===== config.mk =====
export PLATFORM = sky130hd
export DESIGN_NAME = mul16_ctrl_flat
export DESIGN_NICKNAME = d
export VERILOG_FILES = /design/src/rtl/mul16_ctrl_if.sv /design/src/rtl/mul16_ctrl.sv /design/src/flat_wrapper.sv
export SDC_FILE = /design/constraint.sdc
export NUM_CORES = 1
export LEC_CHECK = 0
export CAP_MARGIN = 20
export CORE_MARGIN = 2
export CORE_UTILIZATION = 45
export DETAILED_ROUTE_END_ITERATION = 8
export PLACE_DENSITY_LB_ADDON = 0.25
export SYNTH_ARGS = -nofsm -noshare
export SYNTH_HDL_FRONTEND = slang
export SYNTH_SLANG_ARGS = --single-unit
export TNS_END_PERCENT = 50

===== constraint.sdc =====
create_clock -name clk -period 2.6 [get_ports clk]
set_input_delay 0.39 -clock clk [delete_from_list [all_inputs] [get_ports clk]]
set_output_delay 0.39 -clock clk [all_outputs]
set_load 0.01 [all_outputs]

===== src/rtl/mul16_ctrl_if.sv =====
// mul16_ctrl_if: request/response bundle between the ALU front end and the
// sequential multiplier.
//   op_start      start request; operands sampled on the same edge
//   op_clear      synchronous clear/abort, wins over op_start
//   multiplicand  operand A (unsigned, 16 bits)
//   multiplier    operand B (unsigned, 16 bits)
//   result        32-bit product, valid while op_done, otherwise 0
//   op_done       level, high while the product is held
//   busy          high while iterating
// master = front end, slave = multiplier.
interface mul16_ctrl_if;
    logic        op_start;
    logic        op_clear;
    logic [15:0] multiplicand;
    logic [15:0] multiplier;
    logic [31:0] result;
    logic        op_done;
    logic        busy;

    modport master (
        output op_start, op_clear, multiplicand, multiplier,
        input  result, op_done, busy
    );

    modport slave (
        input  op_start, op_clear, multiplicand, multiplier,
        output result, op_done, busy
    );
endinterface


===== src/rtl/mul16_ctrl.sv =====
// mul16_ctrl: sequential 16x16 -> 32 unsigned shift-add multiplier.
// One shared upper-half adder (cla32_16) is stepped over 16 iterations;
// the product is valid 16 clocks after the start edge.
// Ports:
//   clk      rising-edge clock
//   reset_n  asynchronous active-low reset
//   bus      mul16_ctrl_if.slave (start/clear, operands, result, op_done, busy)

// 4-bit carry-lookahead block.
module cla4 (
    input  logic [3:0] a,
    input  logic [3:0] b,
    input  logic       ci,
    output logic [3:0] s,
    output logic       co
);
    logic [3:0] g, p;
    logic [3:0] c;

    assign g = a & b;
    assign p = a ^ b;

    assign c[0] = ci;
    assign c[1] = g[0] | (p[0] & ci);
    assign c[2] = g[1] | (p[1] & g[0]) | (p[1] & p[0] & ci);
    assign c[3] = g[2] | (p[2] & g[1]) | (p[2] & p[1] & g[0])
                | (p[2] & p[1] & p[0] & ci);
    assign co   = g[3] | (p[3] & g[2]) | (p[3] & p[2] & g[1])
                | (p[3] & p[2] & p[1] & g[0])
                | (p[3] & p[2] & p[1] & p[0] & ci);

    assign s = p ^ c;
endmodule

// Upper-half adder: sum[31:16] = a[31:16] + b + ci, sum[15:0] = a[15:0].
// Four cla4 blocks chained on their group carries.
module cla32_16 (
    input  logic [31:0] a,
    input  logic [15:0] b,
    input  logic        ci,
    output logic [31:0] sum,
    output logic        co
);
    localparam int NUM_BLK = 4;

    logic [NUM_BLK:0] c_chain;

    assign c_chain[0] = ci;
    assign sum[15:0]  = a[15:0];
    assign co         = c_chain[NUM_BLK];

    for (genvar i = 0; i < NUM_BLK; i++) begin : g_blk
        cla4 u_cla4 (
            .a  (a[16 + 4*i +: 4]),
            .b  (b[4*i +: 4]),
            .ci (c_chain[i]),
            .s  (sum[16 + 4*i +: 4]),
            .co (c_chain[i+1])
        );
    end
endmodule

module mul16_ctrl (
    input  logic        clk,
    input  logic        reset_n,
    mul16_ctrl_if.slave bus
);
    typedef enum logic [1:0] {
        IDLE = 2'b00,
        EXEC = 2'b01,
        DONE = 2'b10
    } state_t;

    state_t      state;
    logic [31:0] p;
    logic [15:0] m;
    logic [3:0]  cnt;
    logic        busy_q;
    logic        done_q;

    logic [31:0] sum;
    logic        co;

    cla32_16 u_cla (
        .a   (p),
        .b   (m),
        .ci  (1'b0),
        .sum (sum),
        .co  (co)
    );

    always_ff @(posedge clk or negedge reset_n) begin
        if (!reset_n) begin
            state  <= IDLE;
            p      <= '0;
            m      <= '0;
            cnt    <= '0;
            busy_q <= 1'b0;
            done_q <= 1'b0;
        end else if (bus.op_clear) begin
            state  <= IDLE;
            p      <= '0;
            m      <= '0;
            cnt    <= '0;
            busy_q <= 1'b0;
            done_q <= 1'b0;
        end else begin
            case (state)
                IDLE, DONE: begin
                    // DONE holds P until a new start; a start there reloads
                    // directly so results can issue back-to-back.
                    if (bus.op_start) begin
                        state  <= EXEC;
                        p      <= {16'h0000, bus.multiplier};
                        m      <= bus.multiplicand;
                        cnt    <= '0;
                        busy_q <= 1'b1;
                        done_q <= 1'b0;
                    end
                end
                EXEC: begin
                    // sum[0] is the pass-through of P[0], the current
                    // multiplier bit; the adder carry becomes the new MSB.
                    if (sum[0])
                        p <= {co, sum[31:1]};
                    else
                        p <= {1'b0, p[31:1]};

                    if (cnt == 4'd15) begin
                        state  <= DONE;
                        busy_q <= 1'b0;
                        done_q <= 1'b1;
                    end else begin
                        cnt <= cnt + 4'd1;
                    end
                end
                default: begin
                    state  <= IDLE;
                    busy_q <= 1'b0;
                    done_q <= 1'b0;
                end
            endcase
        end
    end

    assign bus.busy    = busy_q;
    assign bus.op_done = done_q;
    // Registered select only, so no input-to-output glitch path.
    assign bus.result  = done_q ? p : 32'h0000_0000;
endmodule


===== src/flat_wrapper.sv =====
// flat-port wrapper written by rule: the top's interface ports become plain ports
module mul16_ctrl_flat 
  (clk, reset_n, bus_op_start, bus_op_clear, bus_multiplicand, bus_multiplier, bus_result, bus_op_done, bus_busy);
  mul16_ctrl_if bus_i ();
  input  logic clk;
  input  logic reset_n;
  input wire logic [$bits(bus_i.op_start)-1:0] bus_op_start;
  input wire logic [$bits(bus_i.op_clear)-1:0] bus_op_clear;
  input wire logic [$bits(bus_i.multiplicand)-1:0] bus_multiplicand;
  input wire logic [$bits(bus_i.multiplier)-1:0] bus_multiplier;
  output wire logic [$bits(bus_i.result)-1:0] bus_result;
  output wire logic [$bits(bus_i.op_done)-1:0] bus_op_done;
  output wire logic [$bits(bus_i.busy)-1:0] bus_busy;
  assign bus_i.op_start = bus_op_start;
  assign bus_i.op_clear = bus_op_clear;
  assign bus_i.multiplicand = bus_multiplicand;
  assign bus_i.multiplier = bus_multiplier;
  assign bus_result = bus_i.result;
  assign bus_op_done = bus_i.op_done;
  assign bus_busy = bus_i.busy;
  mul16_ctrl u_core (.clk(clk), .reset_n(reset_n), .bus(bus_i));
endmodule

==> reports/results.md <==
## Clock tree
• 2 — htree depth
• 2 — maximum count of clock buffers along a single path
• 55 — # clock sinks
• clkbuf_8 — root buf cell
• 0 — number of buffers inserted by hold repair at cts
• done — clock tree from TritonCTS
• 5 — clock buffer count from CTS
• 100 ps — clock slew seen by the registers of the worst setup and hold paths
• 310 ps — worst-skew pair later-pin latency

## Global routing
• 14,000 µm — first-pass GRT wire length
• 0 — sum of overflow across all layers after global routing
• 2,992 — number of global-route vias before repair
• 35 — pin count of the biggest net entering global routing
• 21.1% — GRT Overall Usage
• 0 — antenna violations before repair

## Drt
• 8240 µm — total detailed-routing wirelength
• 155 — DRC marker count from the first detailed-route iteration
• 2,932 — via count
• 5.36 — number of vias per cell
• 15.1 µm — post-DR wirelength/cell
• 0 — remaining antenna violation count after routing
• 4 — number of detailed-routing iterations run before antenna repair
• 0 — number of design rule violations left after detail routing

## Logic synthesis
• 0 — number of warning messages in the yosys log
• dfrtp_1 — leading register cell type out of synthesis
• 100% — Async SR Flop Fraction
• 49 — post-synth cell types
• dfrtp_1, nand2_1, ha_1 — biggest area contributors in the synthesized netlist
• 8.88 µm² — post-synthesis area per instance
• 430 — Post-Syn Nets
• 41.6% — Yosys top cell area share
• 0.00331 mm² — summed instance area of the synthesized netlist
• 55 — number of flip-flops and latches in the synthesized netlist
• 41.6% — sequential element share of the synthesized area
• dfrtp_1 — cell type with the largest total area after synthesis
• 373 — number of instances in the synthesized netlist
• 0 — Post-synth EDFFs

## Power and ir drop
• 416 mW/mm² — power per cell area
• 0.000196 V — IR drop worst, VDD
• 1.93 nW — reported leakage power

## Die
• 70 — number of I/O pins
• 0.00718 mm² — area of the placeable core
• 89.8 µm — die height
• 31 — number of rows in the core area
• 89.8 µm — Die X-Extent
• 0.00806 mm² — Die Area
• 46.1% — effective utilization at floorplan

## Cells and area
• 0.00432 mm² — Post-Layout Inst Area
• 505 — net count of the finished layout
• 9.60% — ratio of cells with drive above 1 in the final layout
• 0 — ANT cells
• 632 — Fillers
• 547 — final standard cell count with taps included and fillers excluded
• 30.5% — layout-stage area growth over the synthesis result

## Critical path
• flip-flop to flip-flop — startpoint-to-endpoint class of the critical path
• flip-flop — type of destination of the critical path
• 2790 ps — data required time of the critical path
• 3 — critical path fanouts, max
• flip-flop — Critical Path Start Type
• 2820 ps — worst path arrival time

## Timing
• 2 — number of failing setup endpoints in the final timing report
• 0 — count of final hold-check violations
• 0 — Final Slew Violations
• 381 MHz — f_max
• 38.0% — Max-Slew Margin vs Limit
• yes — setup repair after global routing missed its margin
• 6.01 ps — clock skew after layout
• 2630 ps — fin crit period
• -27.6 ps — post-route setup slack
• 930 ps — slew at the pin with the worst max-slew slack
• 101% — fraction of the cycle the final worst path needs

## Place
• 0.834 — routability congestion estimate from global placement
• 539 — number of placed instances with taps included
• 6060 µm — half-perimeter wire length after placement
• 0.00421 mm² — total cell area at the placement stage
• 69 — number of buffers inserted by port buffering
• -62.6 ps — Worst Setup Slack post-DPL

## Status
• negative setup slack — failing checks
• finished with violations — run status

## Flow run
• 0 — max-capacitance violation count

## Hold path
• input port to async pin — class of the most critical hold timing path

path summary, 6_finish.rpt:
| check | slack (ps) | startpoint | endpoint | depth (start not counted) |
|---|---|---|---|---|
| worst min-delay path | 40 | reset_n | u_core.p[17]$_DFFE_PN0P_ | 1 |
| worst max-delay path | -30 | u_core.m[2]$_DFFE_PN0P_ | u_core.p[28]$_DFFE_PN0P_ | 12 |
| worst min register to register | 540 | u_core.m[15]$_DFFE_PN0P_ | u_core.m[15]$_DFFE_PN0P_ | 2 |
| worst max register to register | -30 | u_core.m[2]$_DFFE_PN0P_ | u_core.p[28]$_DFFE_PN0P_ | 12 |
| max in group asynchronous | 1910 | reset_n | u_core.p[15]$_DFFE_PN0P_ | 2 |
| min in group clk | 540 | u_core.m[15]$_DFFE_PN0P_ | u_core.m[15]$_DFFE_PN0P_ | 2 |
synthesized netlist by cell type, types with 2 or more instances:
master     n
o21bai_1   2
nand2_1   75
nor3_1     2
a211oi_1   2
nor2_1    32
a21oi_1   29
nor2b_1    2
a22oi_1    5
nand3_1    2
mux2_2     2
a21o_1     3
o21ai_0   14
fa_1       4
xor2_1     6
a311oi_1  15
ha_1      17
and2_1    33
dfrtp_1   55
inv_1     11
nand2b_1   4
xnor2_1    3
clkbuf_1  19
a22o_1     4
mux2i_1    5
a21o_2     3
flip-flops by register name, summed over array words and instances (netlist names):
signal and flops:
u_core.bus.busy 1, u_core.p 32, u_core.m 16, u_core.cnt 4, u_core.bus.op_done 1, u_core.state 1
power by group:
part	total [mW]	internal (mW)	switching, mW
sequential	0.943	0.899	0.0438
combinational	0.290	0.131	0.159
clock	0.567	0.283	0.284
total	1.80	1.31	0.486
cells by family after synthesis:
| group | Yosys count | synth area share, % |
|---|---|---|
| buf+inv | 33 | 4.35 |
| simple gates | 160 | 22.3 |
| compound gates | 87 | 17.9 |
| flops | 55 | 41.6 |
| mux | 8 | 2.65 |
| fa+ha+maj | 21 | 8.84 |
| xor+xnor | 9 | 2.38 |
per-layer routing:
layer | routed length (µm) | track usage, %
met5 | 0 | 0
met4 | 93 | 6.15
met3 | 331 | 4.02
met2 | 4040 | 35.4
met1 | 3780 | 28.2
worst max-delay path: stages, from the launching register on:
cell	delay [ps]
dfrtp_1	430
ha_4	260
a21o_1	170
a2111o_1	410
a41oi_2	190
o21ai_2	90
a21o_1	190
a21oi_2	150
fa_1	200
xor2_1	160
nor2_1	50
a21oi_1	120
o21ai_0	90
per-stage QoR:
stage                     hold slack, ps  TNS [ps]  util, %  total power [mW]
after global placement               392         0     58.7              1.24
after detailed placement             403     -99.9     58.7              1.25
after CTS                           57.4      -135     60.1              1.81
after floorplan                     94.4         0        -              1.11
final                               43.9     -41.5     60.2              1.80
after global routing                73.4      -320     60.2              1.88
repair_timing:
action                                  4_1_cts  5_1_grt
endpoints found under the setup margin        2        2
pin swaps                                     2        1
cloned                                        0        0
buffers inserted                              0        1
gates resized for setup                       0        1
area by class of cell:
cell class | instances | area [µm²] | area share (%)
clock buffers | 6 | 72.6 | 1.68
clock inverters | 1 | 30.0 | 0.695
inverters | 11 | 41.3 | 0.955
multi-input cells | 285 | 1820 | 42.2
flip-flops and latches | 55 | 1380 | 31.8
well taps | 99 | 124 | 2.87
repair buffers | 90 | 856 | 19.8
cells in the final DEF, fill, tap and decap left out, drive strengths merged, types with 2 or more instances in the layout:
cell type,count
nand2,76
clkdlybuf4s50,68
dfrtp,55
and2,33
nor2,32
a21oi,29
buf,22
ha,17
o21ai,16
a311oi,15
inv,11
xor2,6
clkbuf,6
a21o,6
a22oi,5
mux2i,5
nand2b,5
a22o,4
fa,4
xnor2,3
mux2,3
a211oi,2
nand3,2
nor3,2
o21bai,2
nor2b,2
(Power assumes the default switching activity.)
